[src/rtl/rom_arbiter_if.sv]
// rom_arbiter_if: fetch/load read ports, loader write port and ROM port of the ROM arbiter.
interface rom_arbiter_if #(parameter int DW = 32, parameter int AW = 32);
    logic          m0_req;
    logic [AW-1:0] m0_addr;
    logic          m0_gnt;
    logic          m0_rvalid;
    logic [DW-1:0] m0_rdata;
    logic          m0_err;
    logic          m1_req;
    logic [AW-1:0] m1_addr;
    logic          m1_gnt;
    logic          m1_rvalid;
    logic [DW-1:0] m1_rdata;
    logic          m1_err;
    logic          ld_wen;
    logic [AW-1:0] ld_addr;
    logic [DW-1:0] ld_wdata;
    logic          ld_lock;
    logic          rom_wen;
    logic [AW-1:0] rom_w_addr;
    logic [DW-1:0] rom_w_data;
    logic          rom_ren;
    logic [AW-1:0] rom_r_addr;
    logic [DW-1:0] rom_r_data;
    modport slave (
        input  m0_req, m0_addr, m1_req, m1_addr, ld_wen, ld_addr, ld_wdata, ld_lock, rom_r_data,
        output m0_gnt, m0_rvalid, m0_rdata, m0_err, m1_gnt, m1_rvalid, m1_rdata, m1_err,
               rom_wen, rom_w_addr, rom_w_data, rom_ren, rom_r_addr
    );
    modport master (
        output m0_req, m0_addr, m1_req, m1_addr, ld_wen, ld_addr, ld_wdata, ld_lock, rom_r_data,
        input  m0_gnt, m0_rvalid, m0_rdata, m0_err, m1_gnt, m1_rvalid, m1_rdata, m1_err,
               rom_wen, rom_w_addr, rom_w_data, rom_ren, rom_r_addr
    );
endinterface

[src/rtl/rom_arbiter.sv]
// rom_arbiter: round-robin sharing of the ROM read port between fetch (m0) and load (m1),
// with loader write pass-through and same-word write/read bypass.
module rom_arbiter #(
    parameter int DW = 32,
    parameter int AW = 32
) (
    input logic        clk,
    input logic        rstn,
    rom_arbiter_if.slave bus
);
    logic          last_gnt_q, last_gnt_d;
    logic          resp_pend_q, resp_pend_d;
    logic          resp_id_q, resp_id_d;
    logic          err_q, err_d;
    logic          byp_q, byp_d;
    logic [DW-1:0] byp_data_q, byp_data_d;
    logic          g0, g1, hit;
    logic [AW-1:0] gaddr;

    // last_gnt_q = 1 means m1 was granted last, so m0 wins the next contest
    always_comb begin
        g0 = rstn & ~bus.ld_lock & bus.m0_req & (~bus.m1_req | last_gnt_q);
        g1 = rstn & ~bus.ld_lock & bus.m1_req & (~bus.m0_req | ~last_gnt_q);
        gaddr = g1 ? bus.m1_addr : bus.m0_addr;
        hit = bus.ld_wen & (g0 | g1) & (bus.ld_addr[AW-1:2] == gaddr[AW-1:2]);
        last_gnt_d = (g0 | g1) ? g1 : last_gnt_q;
        resp_pend_d = g0 | g1;
        resp_id_d = g1;
        err_d = gaddr[1:0] != 2'b00;
        byp_d = hit;
        byp_data_d = hit ? bus.ld_wdata : byp_data_q;
    end

    always_ff @(posedge clk or negedge rstn) begin
        if (!rstn) begin
            last_gnt_q  <= 1'b1;
            resp_pend_q <= 1'b0;
            resp_id_q   <= 1'b0;
            err_q       <= 1'b0;
            byp_q       <= 1'b0;
            byp_data_q  <= '0;
        end else begin
            last_gnt_q  <= last_gnt_d;
            resp_pend_q <= resp_pend_d;
            resp_id_q   <= resp_id_d;
            err_q       <= err_d;
            byp_q       <= byp_d;
            byp_data_q  <= byp_data_d;
        end
    end

    assign bus.rom_wen    = bus.ld_wen;
    assign bus.rom_w_addr = bus.ld_addr;
    assign bus.rom_w_data = bus.ld_wdata;
    assign bus.rom_ren    = g0 | g1;
    assign bus.rom_r_addr = gaddr;
    assign bus.m0_gnt     = g0;
    assign bus.m1_gnt     = g1;
    assign bus.m0_rvalid  = resp_pend_q & ~resp_id_q;
    assign bus.m1_rvalid  = resp_pend_q & resp_id_q;
    assign bus.m0_err     = resp_pend_q & ~resp_id_q & err_q;
    assign bus.m1_err     = resp_pend_q & resp_id_q & err_q;
    assign bus.m0_rdata   = byp_q ? byp_data_q : bus.rom_r_data;
    assign bus.m1_rdata   = byp_q ? byp_data_q : bus.rom_r_data;
endmodule

[src/flat_wrapper.sv]
// flat-port wrapper written by rule: the top's interface ports become plain ports
module rom_arbiter_flat 
#(
    parameter int DW = 32,
    parameter int AW = 32
)
  (clk, rstn, bus_m0_req, bus_m0_addr, bus_m1_req, bus_m1_addr, bus_ld_wen, bus_ld_addr, bus_ld_wdata, bus_ld_lock, bus_rom_r_data, bus_m0_gnt, bus_m0_rvalid, bus_m0_rdata, bus_m0_err, bus_m1_gnt, bus_m1_rvalid, bus_m1_rdata, bus_m1_err, bus_rom_wen, bus_rom_w_addr, bus_rom_w_data, bus_rom_ren, bus_rom_r_addr);
  rom_arbiter_if #(.DW(DW), .AW(AW)) bus_i ();
  input logic clk;
  input logic rstn;
  input wire logic [$bits(bus_i.m0_req)-1:0] bus_m0_req;
  input wire logic [$bits(bus_i.m0_addr)-1:0] bus_m0_addr;
  input wire logic [$bits(bus_i.m1_req)-1:0] bus_m1_req;
  input wire logic [$bits(bus_i.m1_addr)-1:0] bus_m1_addr;
  input wire logic [$bits(bus_i.ld_wen)-1:0] bus_ld_wen;
  input wire logic [$bits(bus_i.ld_addr)-1:0] bus_ld_addr;
  input wire logic [$bits(bus_i.ld_wdata)-1:0] bus_ld_wdata;
  input wire logic [$bits(bus_i.ld_lock)-1:0] bus_ld_lock;
  input wire logic [$bits(bus_i.rom_r_data)-1:0] bus_rom_r_data;
  output wire logic [$bits(bus_i.m0_gnt)-1:0] bus_m0_gnt;
  output wire logic [$bits(bus_i.m0_rvalid)-1:0] bus_m0_rvalid;
  output wire logic [$bits(bus_i.m0_rdata)-1:0] bus_m0_rdata;
  output wire logic [$bits(bus_i.m0_err)-1:0] bus_m0_err;
  output wire logic [$bits(bus_i.m1_gnt)-1:0] bus_m1_gnt;
  output wire logic [$bits(bus_i.m1_rvalid)-1:0] bus_m1_rvalid;
  output wire logic [$bits(bus_i.m1_rdata)-1:0] bus_m1_rdata;
  output wire logic [$bits(bus_i.m1_err)-1:0] bus_m1_err;
  output wire logic [$bits(bus_i.rom_wen)-1:0] bus_rom_wen;
  output wire logic [$bits(bus_i.rom_w_addr)-1:0] bus_rom_w_addr;
  output wire logic [$bits(bus_i.rom_w_data)-1:0] bus_rom_w_data;
  output wire logic [$bits(bus_i.rom_ren)-1:0] bus_rom_ren;
  output wire logic [$bits(bus_i.rom_r_addr)-1:0] bus_rom_r_addr;
  assign bus_i.m0_req = bus_m0_req;
  assign bus_i.m0_addr = bus_m0_addr;
  assign bus_i.m1_req = bus_m1_req;
  assign bus_i.m1_addr = bus_m1_addr;
  assign bus_i.ld_wen = bus_ld_wen;
  assign bus_i.ld_addr = bus_ld_addr;
  assign bus_i.ld_wdata = bus_ld_wdata;
  assign bus_i.ld_lock = bus_ld_lock;
  assign bus_i.rom_r_data = bus_rom_r_data;
  assign bus_m0_gnt = bus_i.m0_gnt;
  assign bus_m0_rvalid = bus_i.m0_rvalid;
  assign bus_m0_rdata = bus_i.m0_rdata;
  assign bus_m0_err = bus_i.m0_err;
  assign bus_m1_gnt = bus_i.m1_gnt;
  assign bus_m1_rvalid = bus_i.m1_rvalid;
  assign bus_m1_rdata = bus_i.m1_rdata;
  assign bus_m1_err = bus_i.m1_err;
  assign bus_rom_wen = bus_i.rom_wen;
  assign bus_rom_w_addr = bus_i.rom_w_addr;
  assign bus_rom_w_data = bus_i.rom_w_data;
  assign bus_rom_ren = bus_i.rom_ren;
  assign bus_rom_r_addr = bus_i.rom_r_addr;
  rom_arbiter #(.DW(DW), .AW(AW)) u_core (.clk(clk), .rstn(rstn), .bus(bus_i));
endmodule
[config.mk]
export PLATFORM = sky130hd
export DESIGN_NAME = rom_arbiter_flat
export DESIGN_NICKNAME = d
export VERILOG_FILES = /design/src/rtl/rom_arbiter_if.sv /design/src/rtl/rom_arbiter.sv /design/src/flat_wrapper.sv
export SDC_FILE = /design/constraint.sdc
export NUM_CORES = 1
export LEC_CHECK = 0
export ABC_AREA = 1
export CORE_AREA = 2 2 131 133
export DETAILED_ROUTE_END_ITERATION = 6
export DIE_AREA = 0 0 133 135
export DONT_BUFFER_PORTS = 1
export SYNTH_ARGS = -nofsm -noshare
export SYNTH_HDL_FRONTEND = slang
export SYNTH_SLANG_ARGS = --single-unit
[constraint.sdc]
create_clock -name clk -period 2 [get_ports clk]
set_input_delay 0.4 -clock clk [delete_from_list [all_inputs] [get_ports clk]]
set_output_delay 0.4 -clock clk [all_outputs]
set_load 0.05 [all_outputs]
==> impl_metrics.py <==
metrics = {
    "status": {
        "status": "finished with violations",
        "violations": "setup timing",
    },
    "synthesis": {
        "synth_top_cell_by_area": "dfrtp_1",
        "async_flop_share_pct": 100,
        "syn-num-nets": 765,
        "synth_cell_type_count": 24,
        "ys_seq_area_share_pct": 23.3,
        "synth_most_common_cell": "nand2_1",
        "ys_ff_latch": 37,
        "yosysTopAreaCellShare_pct": 22.6,
        "yosysWarnings": 0,
        "ys_top_cells_by_count": "nand2_1 (210), buf_4 (101), nand3_1 (60)",
        "synth_area_mm2": 0.00398,
        "synth.avg_cell_area_um2": 6.65,
        "synthCells": 599,
        "yosys-top-cells-area": "dfrtp_1 (23%), nand2_1 (20%), buf_4 (19%)",
        "synthFlopType": "dfrtp_1",
        "synth_edf_count": 0,
    },
    "setup_path": {
        "r2r-start": "u_core.last_gnt_q$_DFFE_PN1N_",
        "worstSetupEndpointType": "register",
        "path_class": "register to register",
        "start_kind": "register",
        "reg2reg_depth": 15,
        "critPathRequiredTime_ns": 2.16,
        "worstPathArrival_ns": 2.42,
        "reg2reg_to": "u_core.byp_data_q[3]$_DFFE_PN0P_",
        "ff2ff_setup_slack_ns": -0.26,
        "critPathMaxFanout": 7,
    },
    "clock_network": {
        "clock_latency_ns": 0.27,
        "clock-sinks": 37,
        "clk_pin_slew_worst_paths_ns": 0.06,
        "htree_num_levels": 2,
        "cts_buffers": 5,
        "clock_path_buffers": 2,
        "root_buffer": "clkbuf_16",
        "cts_tree": "built",
    },
    "timing": {
        "slew_headroom_pct": 71.8,
        "setup_viol": 58,
        "finalHoldViolCount": 0,
        "max_freq_ghz": 0.443,
        "post-route-min-period_ns": 2.26,
        "min_period_over_period_pct": 113,
        "max_slew.worst_pin.slew_ns": 0.422,
        "layout_setup_ws_ns": -0.255,
        "report.final.slew_viol_count": 0,
        "fin_setup_tns_ns": -9.50,
        "skew_ns": 0.00570,
        "grt_setup_unrepaired": "true",
    },
    "layout": {
        "fin_cells": 842,
        "areaGrowthSynthToFinish_pct": 42.6,
        "drive_above_1_share_pct": 39.7,
        "antenna_cells": 0,
        "fillers": 1690,
        "final_nets": 788,
        "fin_area_mm2": 0.00568,
    },
    "floorplan": {
        "die-area_mm2": 0.0180,
        "start_util_pct": 24.3,
        "ios": 334,
        "die_y_um": 135,
        "fp.dieW_um": 133,
        "fp.coreArea_mm2": 0.0164,
        "rows": 47,
    },
    "place": {
        "dpl_cell_area_mm2": 0.00501,
        "place_congestion": 0.833,
        "placement.io_buffers": 0,
        "hpwl_um": 10900,
        "dpl.cell_count": 822,
    },
    "power": {
        "total_power_mw": 2.84,
        "power_density_mw_per_mm2": 500,
        "p_leak_nw": 2.94,
        "ir_worst_vdd_mv": 0.303,
    },
    "grt": {
        "grt_pass1_vias": 3705,
        "antenna_found_initial": 1,
        "grt_max_degree": 40,
        "grt-ovfl-total": 0,
        "grt_pass1_wl_um": 20300,
        "grtUsageTotal_pct": 14.4,
    },
    "worst_hold_path": {
        "min_to": "u_core.byp_data_q[11]$_DFFE_PN0P_",
        "min_from": "bus_ld_wdata[11]",
        "hold_class": "input pin to register",
        "min_path_cells": 2,
    },
    "routing": {
        "vias_per_cell": 4.63,
        "drtPass1Iterations": 5,
        "via_count": 3901,
        "drt_iter0_markers": 141,
        "postRouteAntennaNets": 0,
        "wirelength_um": 14100,
        "wl_per_cell_um": 16.8,
        "drc": 0,
    },
    "flow_run": {
        "max_cap_violations": 0,
    },
}
## cell families after synthesis
logic type / count (synthesis) / share of synthesized area (%)
buffers and inverters: 188 / 28.8
muxes: 33 / 9.30
AOI/OAI and AO/OA: 4 / 0.565
and+or+nand+nor: 337 / 38.1
DFF: 37 / 23.3
## routing by layer
metal  global-route usage [%]  up-vias  share of wire [%]
li1                         -     1849                  -
met3                     3.64       17                7.5
met5                        0        -                  0
met1                     16.3     1805                 38
met4                     3.58        0                1.7
met2                     27.1      230                 53
## placed cells by master (no fill, tap or decap)
cell and n:
nand2_4 22, nand2_2 29, o21ai_0 1, dlygate4sd3_1 1, inv_12 1, buf_6 20, clkinvlp_4 1, inv_1 54
nand3_1 55, dfrtp_1 36, mux2i_4 1, buf_4 55, nand3_2 5, clkbuf_16 8, nor3_1 1, nand3b_1 12
nand2_1 161, dfstp_2 1, buf_8 17, nand3_4 1, nor2_1 11, buf_12 45, nand4_1 35, mux2_2 32
inv_2 2, nor2_4 4, o21ai_1 1, o21ai_4 1, nor3_2 1, clkinv_1 6, clkbuf_8 1, o211ai_1 1
## worst max-delay path by stage
| stage | endpoint | cells after the start | slack, ns | start |
|---|---|---|---|---|
| CTS | u_core.byp_data_q[7]$_DFFE_PN0P_ | 15 | -0.24 | u_core.last_gnt_q$_DFFE_PN1N_ |
| global placement | u_core.byp_data_q[1]$_DFFE_PN0P_ | 15 | -0.24 | u_core.last_gnt_q$_DFFE_PN1N_ |
| finish | u_core.byp_data_q[3]$_DFFE_PN0P_ | 15 | -0.26 | u_core.last_gnt_q$_DFFE_PN1N_ |
| floorplan | u_core.byp_data_q[11]$_DFFE_PN0P_ | 16 | -0.05 | rstn |
| detailed placement | u_core.byp_data_q[7]$_DFFE_PN0P_ | 16 | -0.30 | rstn |
| global route | u_core.byp_data_q[19]$_DFFE_PN0P_ | 15 | -0.40 | u_core.last_gnt_q$_DFFE_PN1N_ |
## stage by stage
step / setup slack (ns) / hold slack (ns) / util [%]
CTS: -0.235 / 0.260 / 33.3
floorplan: -0.0455 / 0.104 / -
global route: -0.400 / 0.264 / 34.6
detailed placement: -0.296 / 0.106 / 30.5
global placement: -0.238 / 0.105 / 30.5
finish: -0.255 / 0.265 / 34.6
## area by class of cell
class | count | area (um^2) | share of cell area (%)
Inverter | 63 | 249 | 4.38
Clock buffer | 6 | 139 | 2.44
Sequential cell | 37 | 927 | 16.3
Clock inverter | 1 | 7.51 | 0.132
Tap cell | 220 | 275 | 4.85
Multi-Input combinational cell | 374 | 2200 | 38.8
Timing Repair Buffer | 141 | 1880 | 33.1
## state kept, by name, summed over array words and instances (netlist names)
signal and flops:
u_core.byp_data_q 32, u_core.byp_q 1, u_core.err_q 1, u_core.last_gnt_q 1, u_core.resp_id_q 1, u_core.resp_pend_q 1
## critical path, cell delays in order, from the launching register on
cell and delay [ns]:
dfstp_2 0.55, nand2_4 0.09, nand3_4 0.16, clkbuf_16 0.19
nand2_1 0.10, nand2_4 0.09, nand2_1 0.05, nand2_1 0.05
nand2_1 0.06, nor2_1 0.08, nand2_1 0.10, nor2_4 0.19
nand2_4 0.13, clkbuf_16 0.19, nand2_1 0.06, nand2_1 0.04
## power by group
part / internal, mW / switching [mW] / leakage, nW
registers: 0.758 / 0.00529 / 0.509
logic: 0.507 / 0.793 / 2.37
clock network: 0.488 / 0.286 / 0.0690
total: 1.75 / 1.08 / 2.94
## timing repair
| action | in CTS | in global routing |
|---|---|---|
| setup buffers | 5 | 2 |
| hold buffers | 2 | 0 |
| gates resized for setup | 60 | 38 |
| pin swaps | 10 | 8 |
| endpoints found under the hold margin | 37 | 0 |
| cloned | 1 | 4 |
| endpoints found under the setup margin | 59 | 65 |
Power figures use the tool's default switching activity.
